File: config.mk
export PLATFORM = sky130hd
export DESIGN_NAME = xgemac_wb_responder
export DESIGN_NICKNAME = d
export VERILOG_FILES = /design/src/rtl/xgemac_wb_responder.sv
export SDC_FILE = /design/constraint.sdc
export NUM_CORES = 1
export LEC_CHECK = 0
export BUFFER_PORTS_ARGS = -buffer_cell sky130_fd_sc_hd__buf_2
export CAP_MARGIN = 10
export CORE_UTILIZATION = 48
export DETAILED_ROUTE_END_ITERATION = 12
export PLACE_DENSITY_LB_ADDON = 0.25
export SLEW_MARGIN = 0
export SYNTH_ARGS = -nofsm -noshare
export SYNTH_HDL_FRONTEND = slang
export SYNTH_SLANG_ARGS = --single-unit
File: constraint.sdc
create_clock -name wb_clk_i -period 1.7 [get_ports wb_clk_i]
set_input_delay 0.255 -clock wb_clk_i [delete_from_list [all_inputs] [get_ports wb_clk_i]]
set_output_delay 0.255 -clock wb_clk_i [all_outputs]
set_load 0.02 [all_outputs]
File: src/rtl/xgemac_wb_responder.sv
// ---------------------------------------------------------------------------
// xgemac_wb_responder
//   Wishbone classic slave holding the XGEMAC management register map:
//   CONFIG (0x00, RW), INT_PENDING (0x08, RO clear-on-read),
//   INT_STATUS (0x0C, RO live), INT_MASK (0x10, RW). Other addresses read 0,
//   drop writes, and are still acknowledged.
//
// Ports
//   wb_clk_i          Wishbone clock (the only clock)
//   wb_rst_n          synchronous active-low reset
//   wb_cyc_i/stb_i    bus cycle / strobe
//   wb_we_i           1 = write, 0 = read
//   wb_adr_i[7:0]     byte address, word-decoded on [7:2]
//   wb_dat_i[31:0]    write data
//   wb_dat_o[31:0]    read data, valid while wb_ack_o = 1, otherwise 0
//   wb_ack_o          single-cycle acknowledge
//   int_evt_i         one-cycle interrupt event pulses
//   int_status_i      live interrupt status levels
//   cfg_tx_enable_o   CONFIG[0]
//   int_o             registered OR of (INT_PENDING & INT_MASK)
// ---------------------------------------------------------------------------
module xgemac_wb_responder #(
  parameter int unsigned WAIT_STATES = 0,
  parameter int unsigned NUM_INT     = 9,
  parameter logic [31:0] CFG_RESET   = 32'h0000_0001
) (
  input  logic               wb_clk_i,
  input  logic               wb_rst_n,
  input  logic               wb_cyc_i,
  input  logic               wb_stb_i,
  input  logic               wb_we_i,
  input  logic [7:0]         wb_adr_i,
  input  logic [31:0]        wb_dat_i,
  output logic [31:0]        wb_dat_o,
  output logic               wb_ack_o,
  input  logic [NUM_INT-1:0] int_evt_i,
  input  logic [NUM_INT-1:0] int_status_i,
  output logic               cfg_tx_enable_o,
  output logic               int_o
);

  localparam logic [7:0] ADR_CONFIG = 8'h00;
  localparam logic [7:0] ADR_PEND   = 8'h08;
  localparam logic [7:0] ADR_STATUS = 8'h0C;
  localparam logic [7:0] ADR_MASK   = 8'h10;
  localparam logic [7:0] WORD_MASK  = 8'hFC;
  // Counter preload; the WAIT state is never entered when WAIT_STATES = 0.
  localparam logic [3:0] WAIT_LOAD  = (WAIT_STATES > 0) ? 4'(WAIT_STATES - 1) : 4'd0;

  typedef enum logic [1:0] {S_IDLE, S_WAIT, S_ACK} state_t;

  state_t             state_q, state_d;
  logic [3:0]         cnt_q, cnt_d;
  logic [7:0]         adr_q, adr_d;
  logic               we_q, we_d;
  logic [31:0]        dat_q, dat_d;
  logic [31:0]        rdata_q, rdata_d;
  logic [31:0]        config_q, config_d;
  logic [NUM_INT-1:0] pend_q, pend_d;
  logic [NUM_INT-1:0] mask_q, mask_d;
  logic               int_q, int_d;

  logic               req;
  logic [7:0]         rd_word;
  logic [31:0]        rd_mux;
  logic [NUM_INT-1:0] pend_clr;

  assign req = wb_cyc_i & wb_stb_i;

  // Read data is sampled on the edge entering ACK. With no wait states that
  // edge is also the capture edge, so the live bus address is decoded in IDLE.
  assign rd_word = ((state_q == S_IDLE) ? wb_adr_i : adr_q) & WORD_MASK;

  always_comb begin
    rd_mux = 32'h0;
    case (rd_word)
      ADR_CONFIG: rd_mux = config_q;
      ADR_PEND:   rd_mux = 32'(pend_q);
      ADR_STATUS: rd_mux = 32'(int_status_i);
      ADR_MASK:   rd_mux = 32'(mask_q);
      default:    rd_mux = 32'h0;
    endcase
  end

  always_comb begin
    state_d  = state_q;
    cnt_d    = cnt_q;
    adr_d    = adr_q;
    we_d     = we_q;
    dat_d    = dat_q;
    rdata_d  = 32'h0;
    config_d = config_q;
    mask_d   = mask_q;
    pend_clr = '0;

    case (state_q)
      S_IDLE: begin
        if (req) begin
          adr_d = wb_adr_i;
          we_d  = wb_we_i;
          dat_d = wb_dat_i;
          if (WAIT_STATES > 0) begin
            state_d = S_WAIT;
            cnt_d   = WAIT_LOAD;
          end else begin
            state_d = S_ACK;
            if (!wb_we_i) rdata_d = rd_mux;
          end
        end
      end
      S_WAIT: begin
        // Initiator withdrew the request: abandon it with no side effects.
        if (!req) begin
          state_d = S_IDLE;
        end else if (cnt_q == 4'd0) begin
          state_d = S_ACK;
          if (!we_q) rdata_d = rd_mux;
        end else begin
          cnt_d = cnt_q - 4'd1;
        end
      end
      S_ACK: begin
        // The ack is already on the bus, so the access completes regardless
        // of what cyc/stb do now.
        state_d = S_IDLE;
        if (we_q) begin
          case (adr_q & WORD_MASK)
            ADR_CONFIG: config_d = dat_q;
            ADR_MASK:   mask_d   = dat_q[NUM_INT-1:0];
            default:    ;
          endcase
        end else if ((adr_q & WORD_MASK) == ADR_PEND) begin
          // Clear only the bits actually reported to the initiator.
          pend_clr = rdata_q[NUM_INT-1:0];
        end
      end
      default: state_d = S_IDLE;
    endcase
  end

  // A new event on the clearing edge survives the clear.
  assign pend_d = (pend_q & ~pend_clr) | int_evt_i;
  assign int_d  = |(pend_q & mask_q);

  always_ff @(posedge wb_clk_i) begin
    if (!wb_rst_n) begin
      state_q  <= S_IDLE;
      cnt_q    <= 4'd0;
      adr_q    <= 8'h0;
      we_q     <= 1'b0;
      dat_q    <= 32'h0;
      rdata_q  <= 32'h0;
      config_q <= CFG_RESET;
      pend_q   <= '0;
      mask_q   <= '0;
      int_q    <= 1'b0;
    end else begin
      state_q  <= state_d;
      cnt_q    <= cnt_d;
      adr_q    <= adr_d;
      we_q     <= we_d;
      dat_q    <= dat_d;
      rdata_q  <= rdata_d;
      config_q <= config_d;
      pend_q   <= pend_d;
      mask_q   <= mask_d;
      int_q    <= int_d;
    end
  end

  assign wb_dat_o        = rdata_q;
  assign wb_ack_o        = (state_q == S_ACK);
  assign cfg_tx_enable_o = config_q[0];
  assign int_o           = int_q;

endmodule

==> summary.md, run 1 <==
| Metric | Value |
|---|---|
| Outcome | finished, violations left |
| Violated checks | negative setup slack |
| Endpoints failing setup | 10 |
| Antenna violations before repair | 0 |
| Buf/Inv on CP | 0 |
| Yosys warnings | 0 |
| Setup Slack @ Placement | -0.153 ns |
| ANT nets after route | 0 |
| Gr usage total | between 20% and 30% |
| Critical Path AT | approximately 2.3 ns |
| Mapped Cells | between 500 and 600 |
| Max Cap Viol | 0 |
| Startpoint type of the worst setup path | register |
| Layout Area Growth over Synthesis | 42.3% |
| Number of synthesized flops with an enable pin | 0 |
| RSZ-0062 raised after global routing | true |
| Vias per cell | between 5 and 6 |
| Top cell family by delay on the critical path | simple AND/OR/NAND/NOR gates |
| Congestion Overflow GR | 0 |
| CTS H-tree lvls | 4 |
| Fin crit share | 106% |
| Final Wtd Congestion | 0.873 |
| Max_slew headroom | between 40% and 50% |
| Net Count, Synth | 597 |
| Final #Nets | 746 |
| Sequential area share after synthesis | between 50% and 60% |
| Final wirelength | ~12,000 um |
| Largest net degree at the start of global routing | 82 |
| Die Y-Extent | approximately 99 um |
| Max VDD drop | about 700 uV |
| Leakage power | 2.70 nW |
| Unique masters post-synth | 39 |
| Most frequent cells in the layout | 163 x nand2_1, 122 x dfxtp_1, 95 x buf_2, 88 x a21oi_1, 42 x dlygate4sd3_1 |
| Maximum clock path buffer count | 2 |
| Vias in the first global route | slightly above 4,000 |
| Hold WC Path Type | input pin to register |
| Worst-Margin Slew | 0.807 ns |
| DR DRC count | 0 |
| Ys flop type | dfxtp_1 |
| Final setup TNS | -0.674 ns |
| Starting density of the core | between 40% and 50% |
| DR vias | approximately 4,300 |
| CP required | 2.16 ns |
| Commonest non-fill, non-tap cell in the layout | nand2_1 |
| DRT Pass-1 Iters | 4 |
| Ant diodes | 0 |
| Standard-cell row count | 35 |
| Worst-Skew Late Latency | between 0.5 and 0.6 ns |
| PnR worst setup slack | -0.0973 ns |
| Dpl cell area | 5250 sq um |
| Wire length per cell | roughly 14 um |
| Hold Fails Final Rpt | 0 |
| Fin crit period | around 1.8 ns |
| I/O pin count | between 90 and 100 |
| Fin area | 6440 sq um |
| Async SR Flop Fraction | 0% |
| CTS Buf Count | 17 |
| Total power | slightly above 7 mW |
| Syn_area_per_cell | ~8.5 sq um |
| Final Max Slew Viols | 0 |
| Drt initial violations | around 190 |
| Die width | just under 100 um |
| CP Max Fanout | 5 |
| Worst Setup Path Type | register to register |
| #FFs+latches synth | ~120 |
| CP Cell Sequence | nand3b_4 -> or3_4 -> or4_4 -> o21ba_1 |
| FMAX | 556 MHz |
| Full die area | a little under 10,000 sq um |
| # clock sinks | about 120 |
| Core area | a little over 9000 sq um |
| Pwr/cell area | 1090 nW/um^2 |
| CTS tree | yes |
| I/O Buffers | 95 |
| First-pass GRT wire length | roughly 18,000 um |
| Reg clk slew, reported paths | about 0.06 ns |
| Crit. End Element | register |
| Post-DP HPWL | 6940 um |
| Worst-case clock skew | between 0.007 and 0.008 ns |
| CTS root buffer | clkbuf_8 |
| Area of the mapped netlist | 4530 sq um |
| Crit-path slowest cell | or4_4 |
| Share of post-route cells with drive strength above 1 | around a quarter |
| Delay of the slowest critical-path stage | 0.61 ns |
## metrics by stage
| step | cells | util [%] | hold slack, ns |
|---|---|---|---|
| 2_1_floorplan | 534 | - | 0.379 |
| 3_3_place_gp | 731 | 57.1 | 0.435 |
| 3_5_place_dp | 731 | 57.1 | 0.442 |
| 4_1_cts | 804 | 68.6 | 0.00931 |
| 5_1_grt | 806 | 70.1 | 0.0115 |
| 6_report | 806 | 70.1 | 0.0214 |
## logic make-up after synthesis
group	after synthesis	synth area share (%)
muxes	11	2.46
DFF	123	54.4
buffers and inverters	36	3.23
and+or+nand+nor	221	21.4
AOI/OAI and AO/OA	143	18.5
## Yosys cell counts, types with 2 or more instances
| master | number | share of area [%] |
|---|---|---|
| nor3_2 | 2 | 0.44 |
| a21boi_0 | 9 | 1.5 |
| dfxtp_1 | 123 | 54 |
| o21ai_0 | 18 | 2.0 |
| and2_1 | 23 | 3.2 |
| nor3_1 | 2 | 0.22 |
| a21oi_1 | 88 | 9.7 |
| o21ba_1 | 9 | 2.0 |
| nor2_1 | 16 | 1.3 |
| o21a_1 | 9 | 1.5 |
| clkbuf_1 | 28 | 2.3 |
| mux2i_1 | 10 | 2.2 |
| nand4_1 | 2 | 0.28 |
| nor3b_1 | 4 | 0.66 |
| nand2_1 | 163 | 14 |
| buf_2 | 3 | 0.33 |
| inv_1 | 2 | 0.17 |
| a31oi_1 | 2 | 0.28 |
## worst register-to-register path, delay by kind of cell (launching register included)
kind	cells	cell delay (ns)
compound gates	1	0.25
flops	1	0.36
simple gates	3	1.14
## routing by layer
metal  wire length, um  GRT usage [%]  part of all wire [%]  up-vias
met5                 0              0                     0        -
met4               270           11.9                   2.3        0
met3               775           6.39                   6.7       26
met2              5710           40.5                    49      151
met1              4900           28.4                    42     1998
li1                  -              -                     -     2084
## power by group
group | total [mW] | switching [mW] | internal, mW
clock | 3.61 | 1.36 | 2.26
sequential | 2.99 | 0.0486 | 2.94
combinational | 0.446 | 0.225 | 0.222
## area by class of cell
| cell class | count | area (sq um) |
|---|---|---|
| fillers | 714 | 2750 |
| flip-flops and latches | 123 | 2470 |
| multi-input cells | 376 | 2090 |
| repair buffers | 162 | 1140 |
| clock buffers | 17 | 414 |
| clock inverters | 14 | 183 |
| well taps | 111 | 139 |
| inverters | 3 | 11.3 |
## sequential cells by signal, summed over array words and instances, names as in the netlist
name and cells:
adr_q 6, config_q 32, dat_q 32, int_o 1, mask_q 9, pend_q 9
state_q 1, wb_dat_o 32, we_q 1
## worst paths after layout
check,from,end,slack (ns),depth (start not counted)
hold / removal,wb_dat_i[28],dat_q[28]$_SDFFE_PN0P_,0.02,3
setup reg to reg,state_q[1]$_SDFFE_PN0P_,wb_dat_o[4]$_SDFF_PP0_,-0.1,4
hold reg to reg,config_q[16]$_SDFFE_PN0P_,config_q[16]$_SDFFE_PN0P_,0.45,2
setup / recovery,state_q[1]$_SDFFE_PN0P_,wb_dat_o[4]$_SDFF_PP0_,-0.1,4
## timing repair
action	CTS	global route
buffers inserted	0	1
hold buffers	41	1
pin swaps	1	4
endpoints found under the setup margin	56	72
cloned	1	0
hold endpoints to repair	41	1
resized for setup	10	25
Note: power is estimated with default switching activity, not from simulation.
==> run 2: changes to the inputs <==
--- a/config.mk
+++ b/config.mk
@@ -5,9 +5,10 @@
 export SDC_FILE = /design/constraint.sdc
 export NUM_CORES = 1
 export LEC_CHECK = 0
+export ABC_AREA = 1
 export BUFFER_PORTS_ARGS = -buffer_cell sky130_fd_sc_hd__buf_2
 export CAP_MARGIN = 10
-export CORE_UTILIZATION = 48
+export CORE_UTILIZATION = 50
 export DETAILED_ROUTE_END_ITERATION = 12
 export PLACE_DENSITY_LB_ADDON = 0.25
 export SLEW_MARGIN = 0
==> constraint.sdc (replaced) <==
create_clock -name wb_clk_i -period 1.81 [get_ports wb_clk_i]
set_input_delay 0.2715 -clock wb_clk_i [delete_from_list [all_inputs] [get_ports wb_clk_i]]
set_output_delay 0.2715 -clock wb_clk_i [all_outputs]
set_load 0.02 [all_outputs]
==> run 2 against run 1 <==
  * The run now ends clean
  * Flip-flop and latch count unchanged
  * Wire length decreased by 5.9%
  * Sequential power is 5% lower
  * Non-clock buffer count shrank 46
  * Register-to-register slack improved by 0.26 ns
  * Global-route usage down 0.46 points
  * First-iteration DRC count shrank 8.5%
  * Critical endpoint is now dat_q[8]$_SDFFE_PN0P_
  * Largest power group unchanged
==> summary.md, run 2 <==
| Metric | Value |
|---|---|
| Outcome | finished clean |
| Worst Setup Path Type | register to register |
| I/O Buffers | 95 |
| Worst Setup SP | state_q[1]$_SDFFE_PN0P_ |
| Die width | 100 um |
| Largest net degree at the start of global routing | 81 |
| # clock sinks | approximately 120 |
| PnR worst setup slack | 0.166 ns |
| Top cells by area, synth | dfxtp_1 51%, o21ai_0 8.9%, a21oi_1 6.1% |
| Congestion Overflow GR | 0 |
| Final Wtd Congestion | roughly 0.84 |
| Syn_area_per_cell | 8.11 sq um |
| Final #Nets | between 700 and 800 |
| Setup Slack @ Placement | 0.216 ns |
| Area of the mapped netlist | between 4000 and 5000 sq um |
| Sequential area share after synthesis | 51.3% |
| CP Max Fanout | 33 |
| Fin area | 6080 sq um |
| Crit. End Element | register |
| Worst reg-to-reg setup slack | 0.17 ns |
| Standard-cell row count | 35 |
| CTS tree | yes |
| Area share of the largest cell type after synthesis | between 50% and 60% |
| Wire length per cell | 13.1 um |
| Fin util | 65.5% |
| DR vias | 4,203 |
| Pwr/cell area | ~1100 nW/um^2 |
| CTS root buffer | clkbuf_8 |
| Fin crit period | 1.64 ns |
| Dpl cell area | about 5300 sq um |
| Hold WC Path Type | input pin to register |
| Post-DP HPWL | 6770 um |
| Max_slew headroom | 57.2% |
| R2R depth | 7 |
| CTS Buf Count | 17 |
| First-pass GRT wire length | 18,300 um |
| Final setup TNS | 0 ns |
| Async SR Flop Fraction | 0% |
| Reg-to-Reg End | dat_q[8]$_SDFFE_PN0P_ |
| Critical Path AT | ~2.1 ns |
| Gr usage total | between 20% and 30% |
| Core area | slightly above 9000 sq um |
| FMAX | between 600 and 700 MHz |
| Final wirelength | 11,000 um |
| #FFs+latches synth | 123 |
| Leakage power | ~2.6 nW |
| Full die area | ~10,000 sq um |
| Fin crit share | between 90% and 100% |
| Hold Fails Final Rpt | 0 |
| Net Count, Synth | 655 |
| Fill cells | about 810 |
| Critical R2R Launch | state_q[1]$_SDFFE_PN0P_ |
| Antenna violations before repair | 0 |
| Worst Hold Launch | wb_dat_i[26] |
| Startpoint type of the worst setup path | register |
| CP required | between 2 and 2.5 ns |
| Count leader, synth | dfxtp_1 |
| CTS H-tree lvls | 4 |
| Number of setup buffers added after CTS | 0 |
| RSZ-0062 raised after global routing | false |
| Max VDD drop | roughly 710 uV |
| Share of post-route cells with drive strength above 1 | 25.5% |
| Ys flop type | dfxtp_1 |
| Setup crit end | dat_q[8]$_SDFFE_PN0P_ |
| Endpoints failing setup | 0 |
| Worst-case clock skew | between 0.007 and 0.008 ns |
| Most frequent cells in the layout | 123 x dfxtp_1, 95 x buf_2, 85 x o21ai_0, 71 x nor2_1, 61 x nand2_1 |
| Vias in the first global route | 3,983 |
| ANT nets after route | 0 |
| Layout Area Growth over Synthesis | 26.7% |
| Die Y-Extent | approximately 100 um |
| Total power | between 6 and 7 mW |
| PostCTS Resize Cnt | 0 |
| Vias per cell | ~5.0 |
| Mapped Cells | just under 600 |
| Maximum clock path buffer count | 2 |
| Number of synthesized flops with an enable pin | 0 |
| Worst-Skew Late Latency | roughly 0.5 ns |
| Ant diodes | 0 |
| Reg clk slew, reported paths | about 0.060 ns |
| I/O pin count | 98 |
| Placed cells | slightly below 800 |
| Fin cells | 835 |
| Unique masters post-synth | 27 |
| Max Cap Viol | 0 |
| Starting density of the core | between 50% and 60% |
| DR DRC count | 0 |
| Commonest non-fill, non-tap cell in the layout | dfxtp_1 |
| Worst hold slack | approximately 0.012 ns |
| Drt initial violations | between 150 and 200 |
| Worst-Margin Slew | about 0.64 ns |
| Synth cell count leaders | 123 x dfxtp_1, 85 x o21ai_0, 71 x nor2_1, 61 x nand2_1, 60 x inv_1 |
| DRT Pass-1 Iters | 5 |
| Leading area contributor after synthesis | dfxtp_1 |
| Yosys warnings | 0 |
| Final Max Slew Viols | 0 |
run 2: cell types whose count changed in the layout (fill, tap and decap cells not counted), sizes merged, moves of 9 or more:
cell         previous run  this run
nand2                 163        70
o21ai                  18        89
nor2                   16        79
inv                    10        69
nand3                   1        46
dlygate4sd3            42        12
a21oi                  88        59
and2                   23         0
nor3                    4        25
buf                   120       104
mux2i                  10         0
a21boi                  9         0
o21a                    9         0
o21ba                   9         0
run 2: worst min path at each step:
stage | endpoint | slack, ns | cells after the start
floorplan | pend_q[0]$_SDFF_PN0_ | 0.41 | 2
global placement | wb_dat_o[31]$_SDFF_PP0_ | 0.43 | 2
detailed placement | wb_dat_o[31]$_SDFF_PP0_ | 0.44 | 2
CTS | dat_q[26]$_SDFFE_PN0P_ | 0.0007 | 3
global route | pend_q[7]$_SDFF_PN0_ | 0.007 | 3
finish | dat_q[26]$_SDFFE_PN0P_ | 0.01 | 3
run 2: critical path: stages, from the launching register on:
cell	delay [ns]
dfxtp_1	0.31
buf_4	0.20
inv_8	0.07
nand3_4	0.08
buf_4	0.22
buf_4	0.34
o21ai_0	0.15
a21oi_1	0.19
run 2: repair_timing:
action | CTS | global route
hold buffers | 12 | 0
setup endpoints to repair | 0 | 0
hold endpoints to repair | 12 | 0
run 2: layer usage:
| layer | vias to the layer above | GRT usage [%] | wire, um |
|---|---|---|---|
| li1 | 2132 | - | - |
| met5 | - | 0 | 0 |
| met4 | 0 | 9.03 | 225 |
| met2 | 150 | 40.3 | 5410 |
| met3 | 22 | 6.75 | 620 |
| met1 | 1899 | 28.1 | 4700 |
run 2: area by class of cell:
| type | instances | area [sq um] | area share [%] |
|---|---|---|---|
| inverter | 63 | 244 | 4.01 |
| multi-input combinational | 372 | 1920 | 31.5 |
| sequential | 123 | 2460 | 40.5 |
| clock buffer | 17 | 414 | 6.81 |
| timing repair buffer | 116 | 676 | 11.1 |
| clock inverter | 15 | 210 | 3.46 |
| tap | 129 | 161 | 2.65 |
run 2: cell families (layout without fill, tap and decap cells):
logic type | after synthesis | in the layout | share of synthesized area, %
buf+inv | 97 | 211 | 8.83
compound gates | 149 | 149 | 15.6
simple gates | 223 | 223 | 24.3
flops | 123 | 123 | 51.3
run 2: report_power, final:
group	total [mW]	internal (mW)	switching (mW)
clock network	3.57	2.26	1.31
registers	2.83	2.79	0.0444
logic	0.422	0.161	0.261
